<file path="src/rtl/sort_pkg.sv">
// sort_pkg: frame geometry, element types and capture states shared with the sorter
package sort_pkg;
  localparam int SIZE = 15;
  localparam int DATA_W = 8;
  localparam int ROW_W = 4;
  typedef logic [DATA_W-1:0] data_t;
  typedef logic [ROW_W-1:0] row_t;
  typedef enum logic {SYNC, CAPTURE} state_t;
endpackage

</file>
<file path="src/rtl/sort_frame_buf.sv">
// sort_frame_buf: shadow frame store with whole-frame commit and zero-padded read port
module sort_frame_buf import sort_pkg::*; (
  input  logic              clk,
  input  logic              rst,
  input  logic              wr_en,
  input  logic              commit,
  input  logic [ROW_W-1:0]  wr_addr,
  input  logic [DATA_W-1:0] wr_data,
  input  logic [ROW_W-1:0]  rd_addr,
  output logic [DATA_W-1:0] rd_data
);
  data_t shadow [SIZE];
  data_t committed [SIZE];
  // the beat completing the frame is forwarded straight into the committed copy
  always_ff @(posedge clk)
    for (int i = 0; i < SIZE; i++)
      if (rst) begin
        shadow[i] <= '0;
        committed[i] <= '0;
      end else begin
        if (wr_en && wr_addr == ROW_W'(i)) shadow[i] <= wr_data;
        if (commit) committed[i] <= (wr_en && wr_addr == ROW_W'(i)) ? wr_data : shadow[i];
      end
  assign rd_data = (rd_addr < ROW_W'(SIZE)) ? committed[rd_addr] : '0;
endmodule

</file>
<file path="src/rtl/sort_stream_capture.sv">
// sort_stream_capture: frame-locked capture and self-check of the row stream (checksum enabled by STREAM_CHECKSUM_EN)
module sort_stream_capture import sort_pkg::*; #(
  parameter int CNT_W = 16
) (
  input  logic              clk,
  input  logic              rst,
  input  logic              in_valid,
  input  logic [DATA_W-1:0] in_data,
  input  logic [ROW_W-1:0]  in_row,
  input  logic [ROW_W-1:0]  rd_addr,
  output logic [DATA_W-1:0] rd_data,
  output logic              frame_done,
  output logic              frame_sorted,
  output logic [DATA_W-1:0] min_val,
  output logic [DATA_W-1:0] max_val,
  output logic [CNT_W-1:0]  frame_cnt,
  output logic              seq_err,
  output logic [DATA_W-1:0] checksum
);
  state_t state;
  row_t exp_row;
  logic [DATA_W-1:0] run_min, run_max, prev, nxt_min, nxt_max;
  logic order_bad, nxt_bad, seed, hit, bad, last;
  // a row-0 beat always (re)starts a frame, whether expected, a resync or a restart after error
  always_comb begin
    seed = in_valid && in_row == '0;
    hit = in_valid && state == CAPTURE && in_row == exp_row && in_row != '0;
    bad = in_valid && state == CAPTURE && in_row != exp_row;
    last = hit && in_row == ROW_W'(SIZE - 1);
    nxt_min = (in_data < run_min) ? in_data : run_min;
    nxt_max = (in_data > run_max) ? in_data : run_max;
    nxt_bad = order_bad || (in_data < prev);
  end
  always_ff @(posedge clk)
    if (rst) begin
      state <= SYNC;
      exp_row <= '0;
      run_min <= '0;
      run_max <= '0;
      prev <= '0;
      order_bad <= 1'b0;
      frame_done <= 1'b0;
      frame_sorted <= 1'b0;
      min_val <= '0;
      max_val <= '0;
      frame_cnt <= '0;
      seq_err <= 1'b0;
    end else begin
      frame_done <= last;
      seq_err <= bad;
      if (seed) begin
        state <= CAPTURE;
        exp_row <= ROW_W'(1);
        run_min <= in_data;
        run_max <= in_data;
        prev <= in_data;
        order_bad <= 1'b0;
      end else if (hit) begin
        exp_row <= last ? '0 : exp_row + 1'b1;
        run_min <= nxt_min;
        run_max <= nxt_max;
        prev <= in_data;
        order_bad <= nxt_bad;
      end else if (bad) begin
        state <= SYNC;
        exp_row <= '0;
      end
      if (last) begin
        frame_sorted <= !nxt_bad;
        min_val <= nxt_min;
        max_val <= nxt_max;
        frame_cnt <= frame_cnt + 1'b1;
      end
    end
`ifdef STREAM_CHECKSUM_EN
  logic [DATA_W-1:0] sum;
  always_ff @(posedge clk)
    if (rst) begin
      sum <= '0;
      checksum <= '0;
    end else begin
      sum <= seed ? in_data : hit ? sum + in_data : bad ? '0 : sum;
      if (last) checksum <= sum + in_data;
    end
`else
  assign checksum = '0;
`endif
  sort_frame_buf u_buf (
    .clk(clk),
    .rst(rst),
    .wr_en(seed || hit),
    .commit(last),
    .wr_addr(in_row),
    .wr_data(in_data),
    .rd_addr(rd_addr),
    .rd_data(rd_data)
  );
endmodule

</file>
<file path="config.mk">
export PLATFORM = sky130hd
export DESIGN_NAME = sort_stream_capture
export DESIGN_NICKNAME = d
export VERILOG_FILES = /design/src/rtl/sort_pkg.sv /design/src/rtl/sort_frame_buf.sv /design/src/rtl/sort_stream_capture.sv
export SDC_FILE = /design/constraint.sdc
export NUM_CORES = 1
export LEC_CHECK = 0
export ABC_CLOCK_PERIOD_IN_PS = 5100
export BUFFER_PORTS_ARGS = -buffer_cell sky130_fd_sc_hd__clkbuf_2
export CAP_MARGIN = 20
export CORE_UTILIZATION = 62
export DETAILED_ROUTE_END_ITERATION = 8
export PLACE_DENSITY = 0.85
export SETUP_SLACK_MARGIN = 0.5
export SLEW_MARGIN = 10
export SYNTH_ARGS = -nofsm -noshare
export SYNTH_HDL_FRONTEND = slang
export SYNTH_HIERARCHICAL = 1
export SYNTH_SLANG_ARGS = --single-unit
export TNS_END_PERCENT = 50
</file>
<file path="constraint.sdc">
create_clock -name clk -period 5.1 [get_ports clk]
set_clock_uncertainty 0.15 [all_clocks]
set_input_delay 0.255 -clock clk [delete_from_list [all_inputs] [get_ports clk]]
set_output_delay 0.255 -clock clk [all_outputs]
set_load 0.1 [all_outputs]
</file>
==> flow_summary.yaml, run 1 <==
synthesis:
  synth_flop_cell: "sky130_fd_sc_hd__edfxtp_1"
  ys_warn_count: 6
  post_synth_inst_count: 1392
  synthTopCellsByArea: "sky130_fd_sc_hd__edfxtp_1 50%, sky130_fd_sc_hd__dfxtp_1 9.0%, sky130_fd_sc_hd__nand2_1 7.4%, sky130_fd_sc_hd__a21oi_1 4.9%, sky130_fd_sc_hd__nor2_1 4.5%"
  yosys.area.top_type_share: 0.4966
  netlist_area_um2: 14510
  synth_area_per_cell_um2: 10.43
  netlist-cell-type-count: 63
  synth_top_cell_by_area: "sky130_fd_sc_hd__edfxtp_1"
  flip_flop_and_latch_count_after_synthesis: 305
  synthMostInstantiatedCell: "sky130_fd_sc_hd__nand2_1"
  synth.yosys.seq_area_share: 0.5863
  async_reset_ff_frac: 0
  top_cells_by_instance_count_after_synthesis: "288 x sky130_fd_sc_hd__nand2_1, 240 x sky130_fd_sc_hd__edfxtp_1, 174 x sky130_fd_sc_hd__nor2_1"
  synth_enable_flop_cells: 240
grt:
  wire_length_of_the_first_global_routing_pass_um: 54470
  antenna_found_initial: 0
  gr-usage-all-layers: 0.2968
  residual_overflow_from_global_routing: 0
  first_global_vias: 10056
  grt_start_max_net_pins: 114
clock_network:
  tritoncts_num_sinks: 305
  cts-htree-levels: 1
  cts_hold_buffers: 1
  cts_root_buffer: "sky130_fd_sc_hd__clkbuf_16"
  cts_max_path_buffers: 3
  tritoncts: "done"
  clock_network_latency_to_the_later_pin_of_the_worst_skew_pair_ns: 0.55
  cts_resized: 0
  path_clk_slew_ns: 0.07
  post-cts-setup-buffers: 0
  cts_made_buffers: 29
timing:
  worst_pin_slew_ns: 1.067
  worst_slack_ns: 1.292
  timing_max_transition_violations_final: 0
  slew-limit-headroom: 0.2886
  setup_violations: 0
  hold_violations: 0
  worst_hold_slack_ns: 0.1472
  fin_crit_share: 0.7467
  timing.fmax_ghz: 0.2626
  grt_setup_unrepaired: "false"
  finalWorstPathRequiredPeriod_ns: 3.808
  timing.setup.tns_ns: 0
floorplanning:
  floorplan.io_pins: 70
  dieArea_um2: 24020
  rows: 55
  floorplan.core_area_um2: 22780
  initial_utilization: 0.6371
  die_w_um: 155.0
  die_y_um: 155.0
critical_path:
  critPathMaxStageDelay_ns: 0.77
  worstSetupStartpointType: "register"
  arrival_ns: 3.87
  timing.critical_path.slowest_stage_cell: "sky130_fd_sc_hd__nor4_4"
  worst-setup-path-type: "register to register"
  path_common_cell: "sky130_fd_sc_hd__buf_4"
  setup.worst_path.end_class: "register"
  cp_cell_sequence: "xor2_1 > nor4_4 > nand2_2 > nor2_1 > buf_4 > or2_4 > buf_4"
  crit_fanout: 59
  worstPathRequired_ns: 5.17
  r2r_cell_count: 7
place:
  dp_hpwl_um: 21470
  port_buffers: 61
  numPlacedInstances: 1683
  pre_cts_slack_ns: 1.103
  finalWeightedCongestion: 0.8661
  postPlaceCellArea_um2: 14880
pwr:
  comb_power_share: 0.075
  cellInternalPower_mw: 4.109
  netSwitchingPower_mw: 1.240
  switching_share: 0.2318
  power.sequential.fraction: 0.515
  power.static_leakage_nw: 5.791
  pwr_density_cell_nw_per_um2: 336.4
  irDropWorstVdd_v: 0.0002967
  pwr-share-clk: 0.410
cells_and_area:
  area_delta_synth_final_pct: 9.561
  antenna-diode-count: 0
  nFillCells: 1601
  layout.cell_area.non_filler_um2: 15900
  area.sequential_um2: 8508
  instances_no_fill: 1739
  area_of_the_multi_input_gates_um2: 5459
  layout.nets: 1447
  final_layout_size_suffix_gt1_frac: 0.1199
route:
  detail_route.first_pass.iterations: 6
  route.vias.total: 10839
  detail_route.iter0.violations: 1182
  postRouteWirelength_um: 35410
  drt_drc_violations_left: 0
  wl_per_cell_um: 20.36
  detail_route.vias_per_cell: 6.233
  detail-route-antenna-nets: 0
run:
  drv_cap: 0
worst_hold_path:
  holdPathStages: 4
  type_of_the_worst_min_delay_path: "primary input to register"
run_status:
  run_status: "finished clean"
## kinds of logic (layout without fill, tap and decap cells)
kind of cell,count (synthesis),count (layout),share of synthesized area
adder cells (fa/ha/maj),24,24,0.02069
buffers and inverters,131,158,0.04095
flip-flops,305,305,0.5863
AO/OA/AOI/OAI,244,244,0.09553
XOR/XNOR,14,14,0.008449
multiplexers,64,64,0.05811
other,1,8,0.0002584
AND/OR/NAND/NOR,609,609,0.1898
## critical path, delay by kind of cell (launching register included)
kind	cells	cell delay, ns
xor+xnor	1	0.20
flops	1	0.36
simple gates	4	2.03
buf+inv	2	0.70
## routing by layer
layer  vias up  track usage  part of all wire
met1      5110       0.3958              0.37
li1       4912            -                 -
met5         -            0                 0
met3       109      0.04540              0.12
met2       708       0.4916              0.47
met4         0       0.1179             0.041
## metrics by stage
step | total power, mW | utilization
floorplan | 3.084 | -
global placement | 3.186 | 0.6528
detailed placement | 3.199 | 0.6533
CTS | 5.361 | 0.6968
global route | 5.490 | 0.6981
finish | 5.349 | 0.6981
## cell type report
class / count / share of cell area
clock buffer: 38 / 0.05162
clock inverter: 15 / 0.01007
tap: 313 / 0.02463
timing repair buffer: 80 / 0.02935
sequential: 305 / 0.5351
multi-input combinational: 963 / 0.3433
inverter: 25 / 0.005902
## sequential cells by signal, summed over array words and instances, names as in the netlist
signal,cells
exp_row,4
frame_cnt,16
frame_done,1
frame_sorted,1
max_val,8
min_val,8
order_bad,1
prev,8
run_max,8
run_min,8
seq_err,1
state,1
u_buf/committed,120
u_buf/shadow,120
## cell usage in the layout (no fill, tap or decap), types with 21 or more instances in the layout
cell type	synthesis	layout
sky130_fd_sc_hd__nand2_1	288	288
sky130_fd_sc_hd__edfxtp_1	240	240
sky130_fd_sc_hd__nor2_1	174	174
sky130_fd_sc_hd__a21oi_1	143	143
sky130_fd_sc_hd__dfxtp_1	65	65
sky130_fd_sc_hd__clkbuf_2	0	61
sky130_fd_sc_hd__mux2i_1	46	46
sky130_fd_sc_hd__o21ai_0	33	33
sky130_fd_sc_hd__nand3_1	30	30
sky130_fd_sc_hd__clkbuf_16	0	30
sky130_fd_sc_hd__nand2b_1	28	27
sky130_fd_sc_hd__inv_1	25	25
sky130_fd_sc_hd__ha_1	24	24
sky130_fd_sc_hd__a31oi_1	21	21
## power by group through the flow
stage / Clock, mW / Sequential, mW / Combinational [mW]
floorplan: 0 / 2.80 / 0.285
global placement: 0 / 2.81 / 0.381
detailed placement: 0 / 2.81 / 0.391
CTS: 2.21 / 2.75 / 0.393
global route: 2.31 / 2.76 / 0.422
finish: 2.19 / 2.76 / 0.400
## worst paths after layout
kind                              from                                   end  slack [ns]
max reg2reg    exp_row[0]$_SDFFE_PP0P_  u_buf/committed[10][6]$_SDFFCE_PN0P_        1.29
min reg2reg  frame_sorted$_SDFFE_PP0P_             frame_sorted$_SDFFE_PP0P_        0.33
min                         in_data[1]               max_val[1]$_SDFFE_PP0P_        0.15
max            exp_row[0]$_SDFFE_PP0P_  u_buf/committed[10][6]$_SDFFCE_PN0P_        1.29
(Power assumes the default switching activity.)
==> inputs of run 2 (changes only) <==
Settings changed: ABC_AREA from default to 1, ABC_CLOCK_PERIOD_IN_PS 5100 to 3800.
Clock period 5.1 ns to 3.8 ns, I/O delays scaled along.
==> flow_summary.yaml, run 2 <==
synthesis:
  flip_flop_and_latch_count_after_synthesis: 305
  synthMostInstantiatedCell: "sky130_fd_sc_hd__nand2_1"
  async_reset_ff_frac: 0
  synth_top_cell_by_area: "sky130_fd_sc_hd__edfxtp_1"
  ys_warn_count: 6
  synth.yosys.seq_area_share: 0.5717
  synth_enable_flop_cells: 240
  top_cells_by_instance_count_after_synthesis: "508 x sky130_fd_sc_hd__nand2_1, 240 x sky130_fd_sc_hd__edfxtp_1, 204 x sky130_fd_sc_hd__nor2_1"
  netlist-cell-type-count: 37
  synthTopCellsByArea: "sky130_fd_sc_hd__edfxtp_1 48%, sky130_fd_sc_hd__nand2_1 13%, sky130_fd_sc_hd__dfxtp_1 8.7%, sky130_fd_sc_hd__a21oi_1 5.7%, sky130_fd_sc_hd__nor2_1 5.1%"
  yosys.area.top_type_share: 0.4842
  synth_area_per_cell_um2: 8.744
  post_synth_inst_count: 1702
  netlist_area_um2: 14880
  synth_flop_cell: "sky130_fd_sc_hd__edfxtp_1"
place:
  pre_cts_slack_ns: 0.6028
  port_buffers: 61
  postPlaceCellArea_um2: 15390
  finalWeightedCongestion: 0.9184
  dp_hpwl_um: 24470
clock_network:
  post-cts-setup-buffers: 0
  path_clk_slew_ns: 0.06
  tritoncts: "done"
  tritoncts_num_sinks: 305
  cts-htree-levels: 1
  cts_max_path_buffers: 3
  cts_root_buffer: "sky130_fd_sc_hd__clkbuf_16"
  clock_network_latency_to_the_later_pin_of_the_worst_skew_pair_ns: 0.56
  cts_made_buffers: 31
critical_path:
  worstPathRequired_ns: 3.99
  cp_cell_sequence: "inv_2 > nand2_1 > nand2_2 > nor2_4 > nand3_4 > nor2_8 > nand2_4 > buf_12 > a211oi_1"
  arrival_ns: 3.25
  worstSetupStartpointType: "register"
  setup.worst_path.end_class: "register"
  worstSetupStartpoint: "exp_row[0]$_SDFFE_PP0P_"
  timing.critical_path.slowest_stage_cell: "sky130_fd_sc_hd__nor2_8"
  critPathMaxStageDelay_ns: 0.46
  crit_fanout: 72
  r2r_start: "exp_row[0]$_SDFFE_PP0P_"
  worst-setup-path-type: "register to register"
timing:
  finalWorstPathRequiredPeriod_ns: 3.053
  slew-limit-headroom: 0.3426
  fin_crit_share: 0.8034
  worst_pin_slew_ns: 0.9850
  timing_max_transition_violations_final: 0
  worst_slack_ns: 0.7471
  hold_violations: 0
  grt_setup_unrepaired: "false"
  timing.fmax_ghz: 0.3276
  setup_violations: 0
  timing.setup.tns_ns: 0
run:
  drv_cap: 0
floorplanning:
  initial_utilization: 0.6341
  die_w_um: 156.9
  dieArea_um2: 24630
  floorplan.core_area_um2: 23470
  rows: 56
  floorplan.io_pins: 70
  die_y_um: 156.9
cells_and_area:
  final_layout_size_suffix_gt1_frac: 0.09875
  layout.nets: 1781
  nFillCells: 1737
  most-common-layout-cells: "506 x sky130_fd_sc_hd__nand2_1, 240 x sky130_fd_sc_hd__edfxtp_1, 204 x sky130_fd_sc_hd__nor2_1, 170 x sky130_fd_sc_hd__a21oi_1, 139 x sky130_fd_sc_hd__nand3_1"
  antenna-diode-count: 0
  final_core_utilization: 0.6997
  layout_commonest_cell: "sky130_fd_sc_hd__nand2_1"
  reg_top3: "u_buf/committed (120), u_buf/shadow (120), frame_cnt (16)"
  area_delta_synth_final_pct: 10.35
  layout.cell_area.non_filler_um2: 16420
grt:
  gr-usage-all-layers: 0.3196
  residual_overflow_from_global_routing: 0
  wire_length_of_the_first_global_routing_pass_um: 59730
  grt_start_max_net_pins: 73
  first_global_vias: 11375
  antenna_found_initial: 0
route:
  detail_route.iter0.violations: 1523
  detail_route.first_pass.iterations: 6
  detail_route.vias_per_cell: 5.813
  wl_per_cell_um: 18.43
  detail-route-antenna-nets: 0
  drt_drc_violations_left: 0
  postRouteWirelength_um: 38350
  route.vias.total: 12096
worst_hold_path:
  type_of_the_worst_min_delay_path: "primary input to register"
  hp-start: "in_data[7]"
pwr:
  irDropWorstVdd_v: 0.0003819
  power.static_leakage_nw: 6.721
  pwr_density_cell_nw_per_um2: 444.5
run_status:
  run_status: "finished clean"
[run 2: cell count changes after synthesis, moves of 27 or more]
cell and change:
sky130_fd_sc_hd__a21oi_1 +27, sky130_fd_sc_hd__mux2i_1 -46, sky130_fd_sc_hd__nor2_1 +30, sky130_fd_sc_hd__inv_1 +105, sky130_fd_sc_hd__nand2b_1 -28, sky130_fd_sc_hd__nand2_1 +220, sky130_fd_sc_hd__nand3_1 +110
[run 2: worst paths after layout]
check	end	slack, ns	cells past startpoint
worst max-delay path	u_buf/committed[14][0]$_SDFFCE_PN0P_	0.75	9
worst min-delay path	prev[7]$_SDFFE_PP0P_	0.08	3
worst max register to register	u_buf/committed[14][0]$_SDFFCE_PN0P_	0.75	9
worst min register to register	state$_SDFFE_PP0P_	0.32	2
[run 2: area by class of cell]
cell class / count / area (um^2) / share of cell area
Clock buffer: 51 / 942.2 / 0.05737
Clock inverter: 6 / 56.30 / 0.003428
Inverter: 144 / 540.5 / 0.03291
Multi-Input combinational cell: 1165 / 5404 / 0.3290
Sequential cell: 305 / 8508 / 0.5181
Tap cell: 319 / 399.1 / 0.02430
Timing Repair Buffer: 91 / 573.1 / 0.03489
[run 2: cell families (layout without fill, tap and decap cells)]
family | after synthesis | after routing | synth area share
DFF | 305 | 305 | 0.5717
and+or+nand+nor | 888 | 888 | 0.2454
xor gates and xnor gates | 14 | 14 | 0.008239
AOI/OAI and AO/OA | 231 | 231 | 0.08541
adders and majority gates | 24 | 24 | 0.02018
other | 1 | 8 | 0.0002520
buffers and inverters | 239 | 292 | 0.06885
[run 2: timing repair]
item / in CTS / in global routing
endpoints found under the hold margin: 7 / 0
setup endpoints to repair: 0 / 90
hold buffers: 2 / 0
gates resized for setup: 0 / 4
[run 2: critical path, delay by kind of cell, from the launching register on]
| kind | cells | cell delay (ns) |
|---|---|---|
| flip-flops | 1 | 0.42 |
| AO/OA/AOI/OAI | 1 | 0.37 |
| AND/OR/NAND/NOR | 6 | 1.42 |
| buffers and inverters | 2 | 0.40 |
[run 2: where the power goes]
part           total, mW  internal [mW]  switching (mW)
combinational      0.615          0.123           0.492
clock               2.97           1.75            1.22
sequential          3.72           3.68          0.0305
[run 2: through the flow]
stage	hold slack [ns]	std cells	total power, mW
detailed placement	0.3036	2022	4.379
global route	0.09195	2081	7.507
finish	0.08478	2081	7.300
global placement	0.2962	2022	4.361
CTS	0.04727	2081	7.301
floorplan	0.1946	1709	4.197
[run 2: per-layer routing]
metal,vias to the layer above,global-route usage,wire length [um]
met3,133,0.06966,4756
met2,750,0.5228,17880
li1,5687,-,-
met1,5526,0.4113,14200
met5,-,0,0
met4,0,0.1382,1518
==> inputs of run 3 (changes only) <==
Settings changed: ABC_CLOCK_PERIOD_IN_PS 3800 to 3050.
Clock period 3.8 ns to 3.05 ns, I/O delays scaled along.
==> flow_summary.yaml, run 3 (same netlist as run 2, synthesis figures left out) <==
run_status:
  run_status: "finished clean"
floorplanning:
  floorplan.core_area_um2: 23470
  floorplan.io_pins: 70
  rows: 56
  die_w_um: 156.9
  dieArea_um2: 24630
  initial_utilization: 0.6341
  die_y_um: 156.9
timing:
  grt_setup_unrepaired: "true"
  worst_pin_slew_ns: 0.8378
  finalWorstPathRequiredPeriod_ns: 2.661
  worst_slack_ns: 0.3889
  fin_crit_share: 0.8725
  worst_hold_slack_ns: 0.04845
  timing.fmax_ghz: 0.3758
  timing_max_transition_violations_final: 0
  setup_violations: 0
  hold_violations: 0
  slew-limit-headroom: 0.4409
  timing.setup.tns_ns: 0
place:
  port_buffers: 61
  finalWeightedCongestion: 0.8978
  dp_hpwl_um: 24690
  pre_cts_slack_ns: 0.4604
clock_network:
  cts-htree-levels: 1
  cts_root_buffer: "sky130_fd_sc_hd__clkbuf_16"
  clock_network_latency_to_the_later_pin_of_the_worst_skew_pair_ns: 0.56
  tritoncts_num_sinks: 305
  tritoncts: "done"
  cts_made_buffers: 30
  path_clk_slew_ns: 0.07
  cts_max_path_buffers: 3
critical_path:
  arrival_ns: 2.76
  cp_cell_sequence: "inv_2 > nand2_1 > nand2_2 > nor2_4 > nand3_4 > nand2_2 > nand3_1 > nor2_1 > buf_4 > clkinv_1 > nand2_2"
  worst-setup-path-type: "register to register"
  crit_fanout: 11
  worstSetupStartpointType: "register"
  worstPathRequired_ns: 3.15
  path_common_cell: "sky130_fd_sc_hd__nand2_2"
  setup.worst_path.end_class: "register"
  timing.critical_path.slowest_stage_cell: "sky130_fd_sc_hd__nand3_1"
  critPathMaxStageDelay_ns: 0.38
grt:
  groute.layer.met1.usage: 0.4228
  met3_usage: 0.05259
  first_global_vias: 11318
  residual_overflow_from_global_routing: 0
  grt_use_met2: 0.5175
  antenna_found_initial: 0
  gr-max-usage-layer: "met2"
  gr-usage-all-layers: 0.3188
  grt_start_max_net_pins: 65
  wire_length_of_the_first_global_routing_pass_um: 59590
route:
  detail_route.vias_per_cell: 5.908
  detail-route-antenna-nets: 0
  wl_per_cell_um: 18.50
  detail_route.iter0.violations: 1622
  drt_drc_violations_left: 0
  route.vias.total: 12366
  postRouteWirelength_um: 38710
  detail_route.first_pass.iterations: 6
cells_and_area:
  antenna-diode-count: 0
  layout.nets: 1793
  most-common-layout-cells: "500 x sky130_fd_sc_hd__nand2_1, 240 x sky130_fd_sc_hd__edfxtp_1, 204 x sky130_fd_sc_hd__nor2_1, 170 x sky130_fd_sc_hd__a21oi_1, 140 x sky130_fd_sc_hd__nand3_1"
  reg_top3: "u_buf/committed (120), u_buf/shadow (120), frame_cnt (16)"
  area_delta_synth_final_pct: 12.27
  final_layout_size_suffix_gt1_frac: 0.1110
  layout_commonest_cell: "sky130_fd_sc_hd__nand2_1"
pwr:
  irDropWorstVdd_v: 0.0004018
  pwr_density_cell_nw_per_um2: 550.9
  power.static_leakage_nw: 6.839
worst_hold_path:
  type_of_the_worst_min_delay_path: "primary input to register"
run:
  drv_cap: 0
-- run 3: final timing paths --
kind,startpoint,to,slack (ns),cells after the start
hold / removal,in_data[5],u_buf/shadow[10][5]$_SDFFCE_PN0P_,0.05,3
setup reg to reg,exp_row[0]$_SDFFE_PP0P_,u_buf/shadow[11][1]$_SDFFCE_PN0P_,0.39,11
setup / recovery,exp_row[0]$_SDFFE_PP0P_,u_buf/shadow[11][1]$_SDFFCE_PN0P_,0.39,11
hold reg to reg,order_bad$_SDFFE_PP0P_,order_bad$_SDFFE_PP0P_,0.32,2
-- run 3: stage by stage --
step	utilization	instance area, um^2	power, mW	cells
3_5_place_dp	0.6642	15590	5.502	2031
2_1_floorplan	-	14920	5.228	1709
5_1_grt	0.7119	16710	9.450	2093
6_report	0.7119	16710	9.206	2093
4_1_cts	0.7096	16660	9.213	2091
3_3_place_gp	0.6642	15590	5.483	2031
-- run 3: power by group --
part,switching (mW),internal (mW)
combinational,0.615,0.200
clock,1.54,2.22
sequential,0.0404,4.59
-- run 3: routing by layer --
metal | up-vias | share of wire | routed length (um)
li1 | 5719 | - | -
met2 | 843 | 0.47 | 18260
met1 | 5666 | 0.37 | 14290
met5 | - | 0 | 0
met3 | 138 | 0.11 | 4441
met4 | 0 | 0.045 | 1729
-- run 3: what timing repair did --
action                                 in CTS  in global routing
endpoints found under the hold margin       5                  0
pin swaps                                   0                  1
setup buffers                               0                  2
hold buffers                                4                  0
resized for setup                           3                 11
setup endpoints to repair                  32                137
-- run 3: layout make-up --
cell class                 instances  area, um^2
clock inverter                    13       113.9
multi-input combinational       1165        5429
tap                              319       399.1
timing repair buffer             104       808.3
fill                            1649        6763
inverter                         144       544.3
clock buffer                      43       903.4
sequential                       305        8512
-- run 3: worst max-delay path: cells and delay by family, from the launching register on --
kind / cells / cell delay, ns
flip-flops: 1 / 0.37
AND/OR/NAND/NOR: 8 / 1.35
buffers and inverters: 3 / 0.47
